`src/rtl/event_counter.sv`:
```
// Up/down event counter with optional prescaler, wrap or saturate at 0..MAX_COUNT,
// load, clear, a one-cycle terminal-count pulse and a sticky overflow flag.
module event_counter #(
  parameter int unsigned      WIDTH     = 16,
  parameter logic [WIDTH-1:0] MAX_COUNT = {WIDTH{1'b1}},
  parameter bit               SATURATE  = 1'b0,
  parameter int unsigned      PRESCALE  = 1
) (
  input  logic             clk_in,
  input  logic             rst_in,
  input  logic             evt_in,
  input  logic             dir_in,
  input  logic             clear_in,
  input  logic             load_in,
  input  logic [WIDTH-1:0] load_val_in,
  output logic [WIDTH-1:0] count_out,
  output logic             tc_out,
  output logic             at_bound_out,
  output logic             ovf_out
);

  localparam int unsigned   PW      = (PRESCALE > 1) ? $clog2(PRESCALE) : 1;
  localparam logic [PW-1:0] PS_LAST = PW'(PRESCALE - 1);
  localparam logic [WIDTH:0] MAX_EXT = {1'b0, MAX_COUNT};

  logic [WIDTH-1:0] count_q, count_d;
  logic [PW-1:0]    ps_q, ps_d;
  logic             tc_q, tc_d;
  logic             ovf_q, ovf_d;
  logic [WIDTH:0]   inc_ext, dec_ext;
  logic             step;

  // One extra bit so the upper bound is found against MAX_COUNT, not 2^WIDTH,
  // and the lower bound shows up as a borrow.
  assign inc_ext = {1'b0, count_q} + (WIDTH+1)'(1);
  assign dec_ext = {1'b0, count_q} - (WIDTH+1)'(1);
  assign step    = evt_in && (ps_q == PS_LAST);

  always_comb begin
    count_d = count_q;
    ps_d    = ps_q;
    tc_d    = 1'b0;
    ovf_d   = ovf_q;
    if (clear_in) begin
      count_d = '0;
      ps_d    = '0;
      ovf_d   = 1'b0;
    end else if (load_in) begin
      count_d = (load_val_in > MAX_COUNT) ? MAX_COUNT : load_val_in;
      ps_d    = '0;
    end else if (evt_in) begin
      if (!step) begin
        ps_d = ps_q + PW'(1);
      end else begin
        ps_d = '0;
        if (!dir_in) begin
          if (inc_ext > MAX_EXT) begin
            tc_d    = 1'b1;
            ovf_d   = 1'b1;
            count_d = SATURATE ? count_q : '0;
          end else begin
            count_d = inc_ext[WIDTH-1:0];
          end
        end else begin
          if (dec_ext[WIDTH]) begin
            tc_d    = 1'b1;
            ovf_d   = 1'b1;
            count_d = SATURATE ? count_q : MAX_COUNT;
          end else begin
            count_d = dec_ext[WIDTH-1:0];
          end
        end
      end
    end
  end

  always_ff @(posedge clk_in) begin
    if (rst_in) begin
      count_q <= '0;
      ps_q    <= '0;
      tc_q    <= 1'b0;
      ovf_q   <= 1'b0;
    end else begin
      count_q <= count_d;
      ps_q    <= ps_d;
      tc_q    <= tc_d;
      ovf_q   <= ovf_d;
    end
  end

  assign count_out    = count_q;
  assign tc_out       = tc_q;
  assign ovf_out      = ovf_q;
  assign at_bound_out = dir_in ? (count_q == '0) : (count_q == MAX_COUNT);

endmodule
```
`config.mk`:
```
export PLATFORM = sky130hd
export DESIGN_NAME = event_counter
export DESIGN_NICKNAME = d
export VERILOG_FILES = /design/src/rtl/event_counter.sv
export SDC_FILE = /design/constraint.sdc
export NUM_CORES = 1
export LEC_CHECK = 0
export ABC_AREA = 1
export CORE_MARGIN = 2
export CORE_UTILIZATION = 28
export CTS_BUF_LIST = sky130_fd_sc_hd__clkbuf_8
export CTS_CLUSTER_DIAMETER = 60
export DETAILED_ROUTE_END_ITERATION = 7
export PLACE_DENSITY = 0.53
export SYNTH_ARGS = -nofsm -noshare
export SYNTH_HDL_FRONTEND = slang
export SYNTH_SLANG_ARGS = --single-unit
export TNS_END_PERCENT = 30
```
`constraint.sdc`:
```
create_clock -name clk_in -period 5.2 [get_ports clk_in]
set_input_delay 1.04 -clock clk_in [delete_from_list [all_inputs] [get_ports clk_in]]
set_output_delay 1.04 -clock clk_in [all_outputs]
set_load 0.02 [all_outputs]
```
* Word level (Yosys, flattened, before mapping) *
Cells that the tools add are included.

storage, ports and cells
  flip-flop bits (word level) = 19
  bits in latches = 0
  bits in writable memories = 0
  bits in read-only memories = 0
  input port bits = 22
  output and inout bits = 19
  memories kept = 0

cells by class
  add/sub/neg operators = 3
  multipliers = 0
  div/mod/pow operators = 0
  order comparisons = 2
  equal/unequal tests = 2
  shift-type cells = 0
  mux-type cells = 15
  bitwise operators = 4
  reduce and logical (&&, ||, !) cells = 10

operators with widths
  cell                     number
  $mux W16                 7
  $add A16 B1 Y17 const B  1
  $gt A17 B16 Y1 const B   1
  $sub A16 B1 Y17 const B  1
  $eq A16 B16 Y1 const B   1
  $gt A16 B16 Y1 const B   1
  $logic_not A16 Y1        1
  $mux W1                  8
  $reduce_bool A2 Y1       3
  $reduce_and A5 Y1        1
  $reduce_or A5 Y1         1
  $not A1 Y1               4
  $reduce_or A3 Y1         1
  $ne A2 B1 Y1 const B     1
  $reduce_and A2 Y1        1
  $reduce_or A2 Y1         1
  $add A1 B1 Y1 const B    1
  $logic_and A1 B1 Y1      1

* Longest topological paths before layout *
  depth after elaboration = 7
  depth in mapped cells = 16
  mapped depth without buffers = 15

* Worst setup path before layout *
OpenSTA, ideal clock, no wires.

  kind = reg-to-output
  from = reg count_q[1], in the netlist count_out[1]
  to = out at_bound_out
  data arrival time = 2.136 ns
  required time = 4.160 ns
  path slack = 2.024 ns
  cell stages (with the launch flop) = 9
  path buffers = 2
  cells stage by stage = dfxtp_1 ha_1 nand2_1 nor2_2 nand4_1 or3_1 buf_2 buf_6 o32ai_1

on the way
  word-level cells in the longest chain between the ends = 2

RTL lines
  element                                              RTL line  source
  start, declared                                      26        logic [WIDTH-1:0] count_q, count_d;
  start signal, assigned                               84        count_q <= count_d;
  $eq A16 B16 Y1 or $logic_not A16 Y1 (tied branches)  94        assign at_bound_out = dir_in ? (count_q == '0) : (count_q == MAX_COUNT);
  $mux W1 *                                            94
  end, declared                                        18        output logic at_bound_out,

Every way passes the cells marked *; elsewhere a longest branch is shown, timed or not.

* Worst setup path after layout *
Ends and elaborated chain as after synthesis.

==> summary by stage <==
Yosys
Synthesis produced 396 cells. The share of flip-flops with an asynchronous set or reset after synthesis is 0%. The Yosys step of the flow raised 0 warnings. Synthesis produced a netlist with a net count of 422. The synthesized design contains 19 register bits. The sequential fraction of the synthesis area is 18.01%.

Counting distinct cell types in the post-synthesis netlist gives 30. The most frequent cell after synthesis is sky130_fd_sc_hd__nand2_1. Counting flops with a built-in enable in the synthesized netlist gives 0.

The commonest register cell after synthesis is sky130_fd_sc_hd__dfxtp_1. Dividing the synthesized area by the synthesized cell count gives 5.333 um^2. Of all cell types, the one taking the most synthesized area is sky130_fd_sc_hd__nand2_1. After synthesis, the cell types taking the most area are sky130_fd_sc_hd__nand2_1 (19%), sky130_fd_sc_hd__dfxtp_1 (18%), sky130_fd_sc_hd__nor2_1 (15%). The post-synthesis instance area is 0.002112 mm^2. The area share of the leading cell type in the synthesized netlist is 19.37%.

After synthesis, the most frequently instantiated cells are sky130_fd_sc_hd__nand2_1 (109), sky130_fd_sc_hd__nor2_1 (85), sky130_fd_sc_hd__inv_1 (41).

Final layout
The area growth from synthesis to layout is 22.51%. After the last flow step, the layout net total stands at 450. Cells fill 35.48% of the core in the end. The repair_antennas step left the layout with diodes totalling 0. In the final layout, the share of cells above drive strength 1 is 3.310%.

Timing
The worst hold-check slack is 0.4428 ns. The achievable frequency is 247.4 MHz. Across all setup checks in the final design, the least slack found is 1.158 ns. Clock skew on the completed layout was measured at 0.003881 ns. The worst-case headroom to the max-slew limit is 51.36%. At the pin with the least slew margin, the transition time is 0.7288 ns. Dividing the final minimum period by the clock period gives 77.72%. The number of endpoints failing setup at the final stage is 0. The number of max-slew violations in the final report is 0.

The number of failing hold endpoints at the final stage is 0. The setup total negative slack is 0 ns. Setup repair after global routing left no endpoint under its margin. Counting I/O delays and the setup requirement, the final critical path takes 4.042 ns.

Power
Overall power consumption after layout is estimated at 0.4529 mW. The power per standard cell area is 175.0 mW/mm^2. VDD sags by at most 89.64 uV.

The leakage power of the design is 1.123 nW.

Drt
The routed via count divided by cell count is 5.065. Wires add up to 7396 um. The post-detailed-route DRC marker count is 0. The routed length per placed instance is 14.17 um. The via total after detailed routing is 2644. Before antenna repair, the detailed router went through 5 iterations.

The final antenna-violating net count is 0. The number of DRC markers in iteration 0 is 205.

Placement
The global placement routability congestion is 0.9397. Timing analysis after detailed placement gives a worst setup slack of 1.356 ns. Input and output buffers added on the ports amount to 40. The total half-perimeter wirelength after legalization and detailed placement is 5780 um.

Setup path
The capturing instance or port of the critical path is at_bound_out. The depth of the worst register-to-register path is 14. The critical path goes through ha_1, nand2_1, nor2_2, nand4_1, or3_1, o32ai_1, clkdlybuf4s50_1. The buffers plus inverters on the worst setup path is 1. The most critical setup path has its startpoint at count_out[1]$_SDFFE_PP0P_. The maximum single-stage delay on the critical path is 0.66 ns. The slowest stage cell on the critical path is sky130_fd_sc_hd__clkdlybuf4s50_1. The beginning of the worst register-to-register path is count_out[1]$_SDFFE_PP0P_. STA puts the critical path data arrival time at 3.00 ns. The worst setup path is captured at a primary output. In this run the number of cells on the critical path is 7. For the worst setup path, the data required time is 4.16 ns.

The kind of cell adding the most delay to the critical path is simple AND/OR/NAND/NOR gates. The maximum fanout along the worst path is 17. The setup slack on the worst flop-to-flop path is 2.78 ns. STA classifies the critical path startpoint as a register. In this run the critical register-to-register path is captured at count_out[14]$_SDFFE_PP0P_. The category of the critical setup timing path is reg2out.

Die
The horizontal die dimension is 90.85 um. The row count is 31. The count of boundary I/O pins is 41. The die covers 0.008254 mm^2. Measured along the y axis, the die boundary spans 90.85 um.

In this run the standard cell core region covers 0.007292 mm^2. For this configuration, the core starts out at a cell density of 28.96%.

Global routing
The via count of the first global-routing pass is 2418. The overall global routing resource usage is 17.84%. Summed over all layers, the global routing overflow is 0. Entering global routing, the biggest net connects 28 pins.

The initial antenna violation count is 0. The global-route wire length before repair is 11990 um.

Run
The number of maximum-capacitance constraint violations is 0.

Clock network
After clock tree synthesis, the clock-pin slew on the worst setup and hold paths is 0.08 ns. The count of buffers added by post-CTS timing repair for setup is 0. In this run, post-CTS repair resized a total of 0 instances. For this design, the sink count on the clock tree is 19. The CTS buffer count is 3.

In this run the clock root is driven by a sky130_fd_sc_hd__clkbuf_8. The TritonCTS clock tree is built. The insertion delay of the later-clocked pin in the worst-skew pair is 0.26 ns. CTS built an H-tree with a depth of 1. For this design, the CTS-stage hold fixing added 0 buffers. No sink is reached through more buffers than the 2 on the longest clock path.

Status
The run finished with clean final reports.

Worst hold path
The start point of the worst min-delay path is ps_q$_SDFFE_PP0P_. The min-delay analysis places its worst path in the category reg2reg.
-- cell families (layout without fill, tap and decap cells) --
kind of cell / after synthesis / after routing / synth area share [%]
AO/OA/AOI/OAI: 43 / 43 / 10.78
buffers and inverters: 62 / 89 / 12.80
XOR/XNOR: 5 / 5 / 2.073
adder cells (fa/ha/maj): 4 / 4 / 2.370
AND/OR/NAND/NOR: 263 / 263 / 53.97
flip-flops: 19 / 19 / 18.01
-- power by group --
part           internal [mW]  switching, mW
sequential             0.152         0.0181
clock                 0.0527         0.0534
combinational         0.0701          0.106
total                  0.275          0.178
-- worst min-delay path by stage --
stage	to	slack, ns	depth (start not counted)
3_5_place_dp	ps_q$_SDFFE_PP0P_	0.44	2
6_report	ps_q$_SDFFE_PP0P_	0.44	2
5_1_grt	ps_q$_SDFFE_PP0P_	0.48	2
4_1_cts	ps_q$_SDFFE_PP0P_	0.45	2
3_3_place_gp	ps_q$_SDFFE_PP0P_	0.43	2
2_1_floorplan	ps_q$_SDFFE_PP0P_	0.42	2
-- cells in the final DEF (no fill, tap or decap), types with 3 or more instances in the layout --
cell type	count
sky130_fd_sc_hd__nand3_1	22
sky130_fd_sc_hd__clkbuf_8	3
sky130_fd_sc_hd__nand4_1	32
sky130_fd_sc_hd__nand2_1	109
sky130_fd_sc_hd__nor2_1	85
sky130_fd_sc_hd__clkdlybuf4s50_1	40
sky130_fd_sc_hd__nor3_1	4
sky130_fd_sc_hd__nor2_2	3
sky130_fd_sc_hd__a21oi_1	27
sky130_fd_sc_hd__ha_1	4
sky130_fd_sc_hd__inv_1	42
sky130_fd_sc_hd__xor2_1	5
sky130_fd_sc_hd__o21ai_0	11
sky130_fd_sc_hd__dfxtp_1	19
-- state kept, by name, indices dropped and copies added (netlist names) --
signal and count:
ps_q 1, tc_out 1, count_out 16, ovf_out 1
-- through the flow --
| step | instances | cell area, um^2 |
|---|---|---|
| 2_1_floorplan | 396 | 2112 |
| 3_3_place_gp | 518 | 2542 |
| 3_5_place_dp | 518 | 2542 |
| 4_1_cts | 522 | 2587 |
| 5_1_grt | 522 | 2587 |
| 6_report | 522 | 2587 |
-- area by class of cell --
class                           instances  area [um^2]
Timing Repair Buffer                   42        415.4
Clock buffer                            3        41.29
Inverter                               43        161.4
Multi-Input combinational cell        315         1461
Fill cell                             873         4705
Tap cell                               99        123.9
Sequential cell                        19        380.4
Clock inverter                          1        3.754
-- metal layers --
metal | GRT usage [%] | share of wire (%)
met1 | 24.52 | 48
met2 | 29.60 | 46
met3 | 1.419 | 4.3
met4 | 5.556 | 2.2
met5 | 0 | 0
-- worst reg2reg max path: cells and delay by family (launching register included) --
kind	cells	cell delay [ns]
and+or+nand+nor	12	1.46
adders and majority gates	1	0.29
DFF	1	0.47
AOI/OAI and AO/OA	1	0.05
Power figures use the tool's default switching activity.
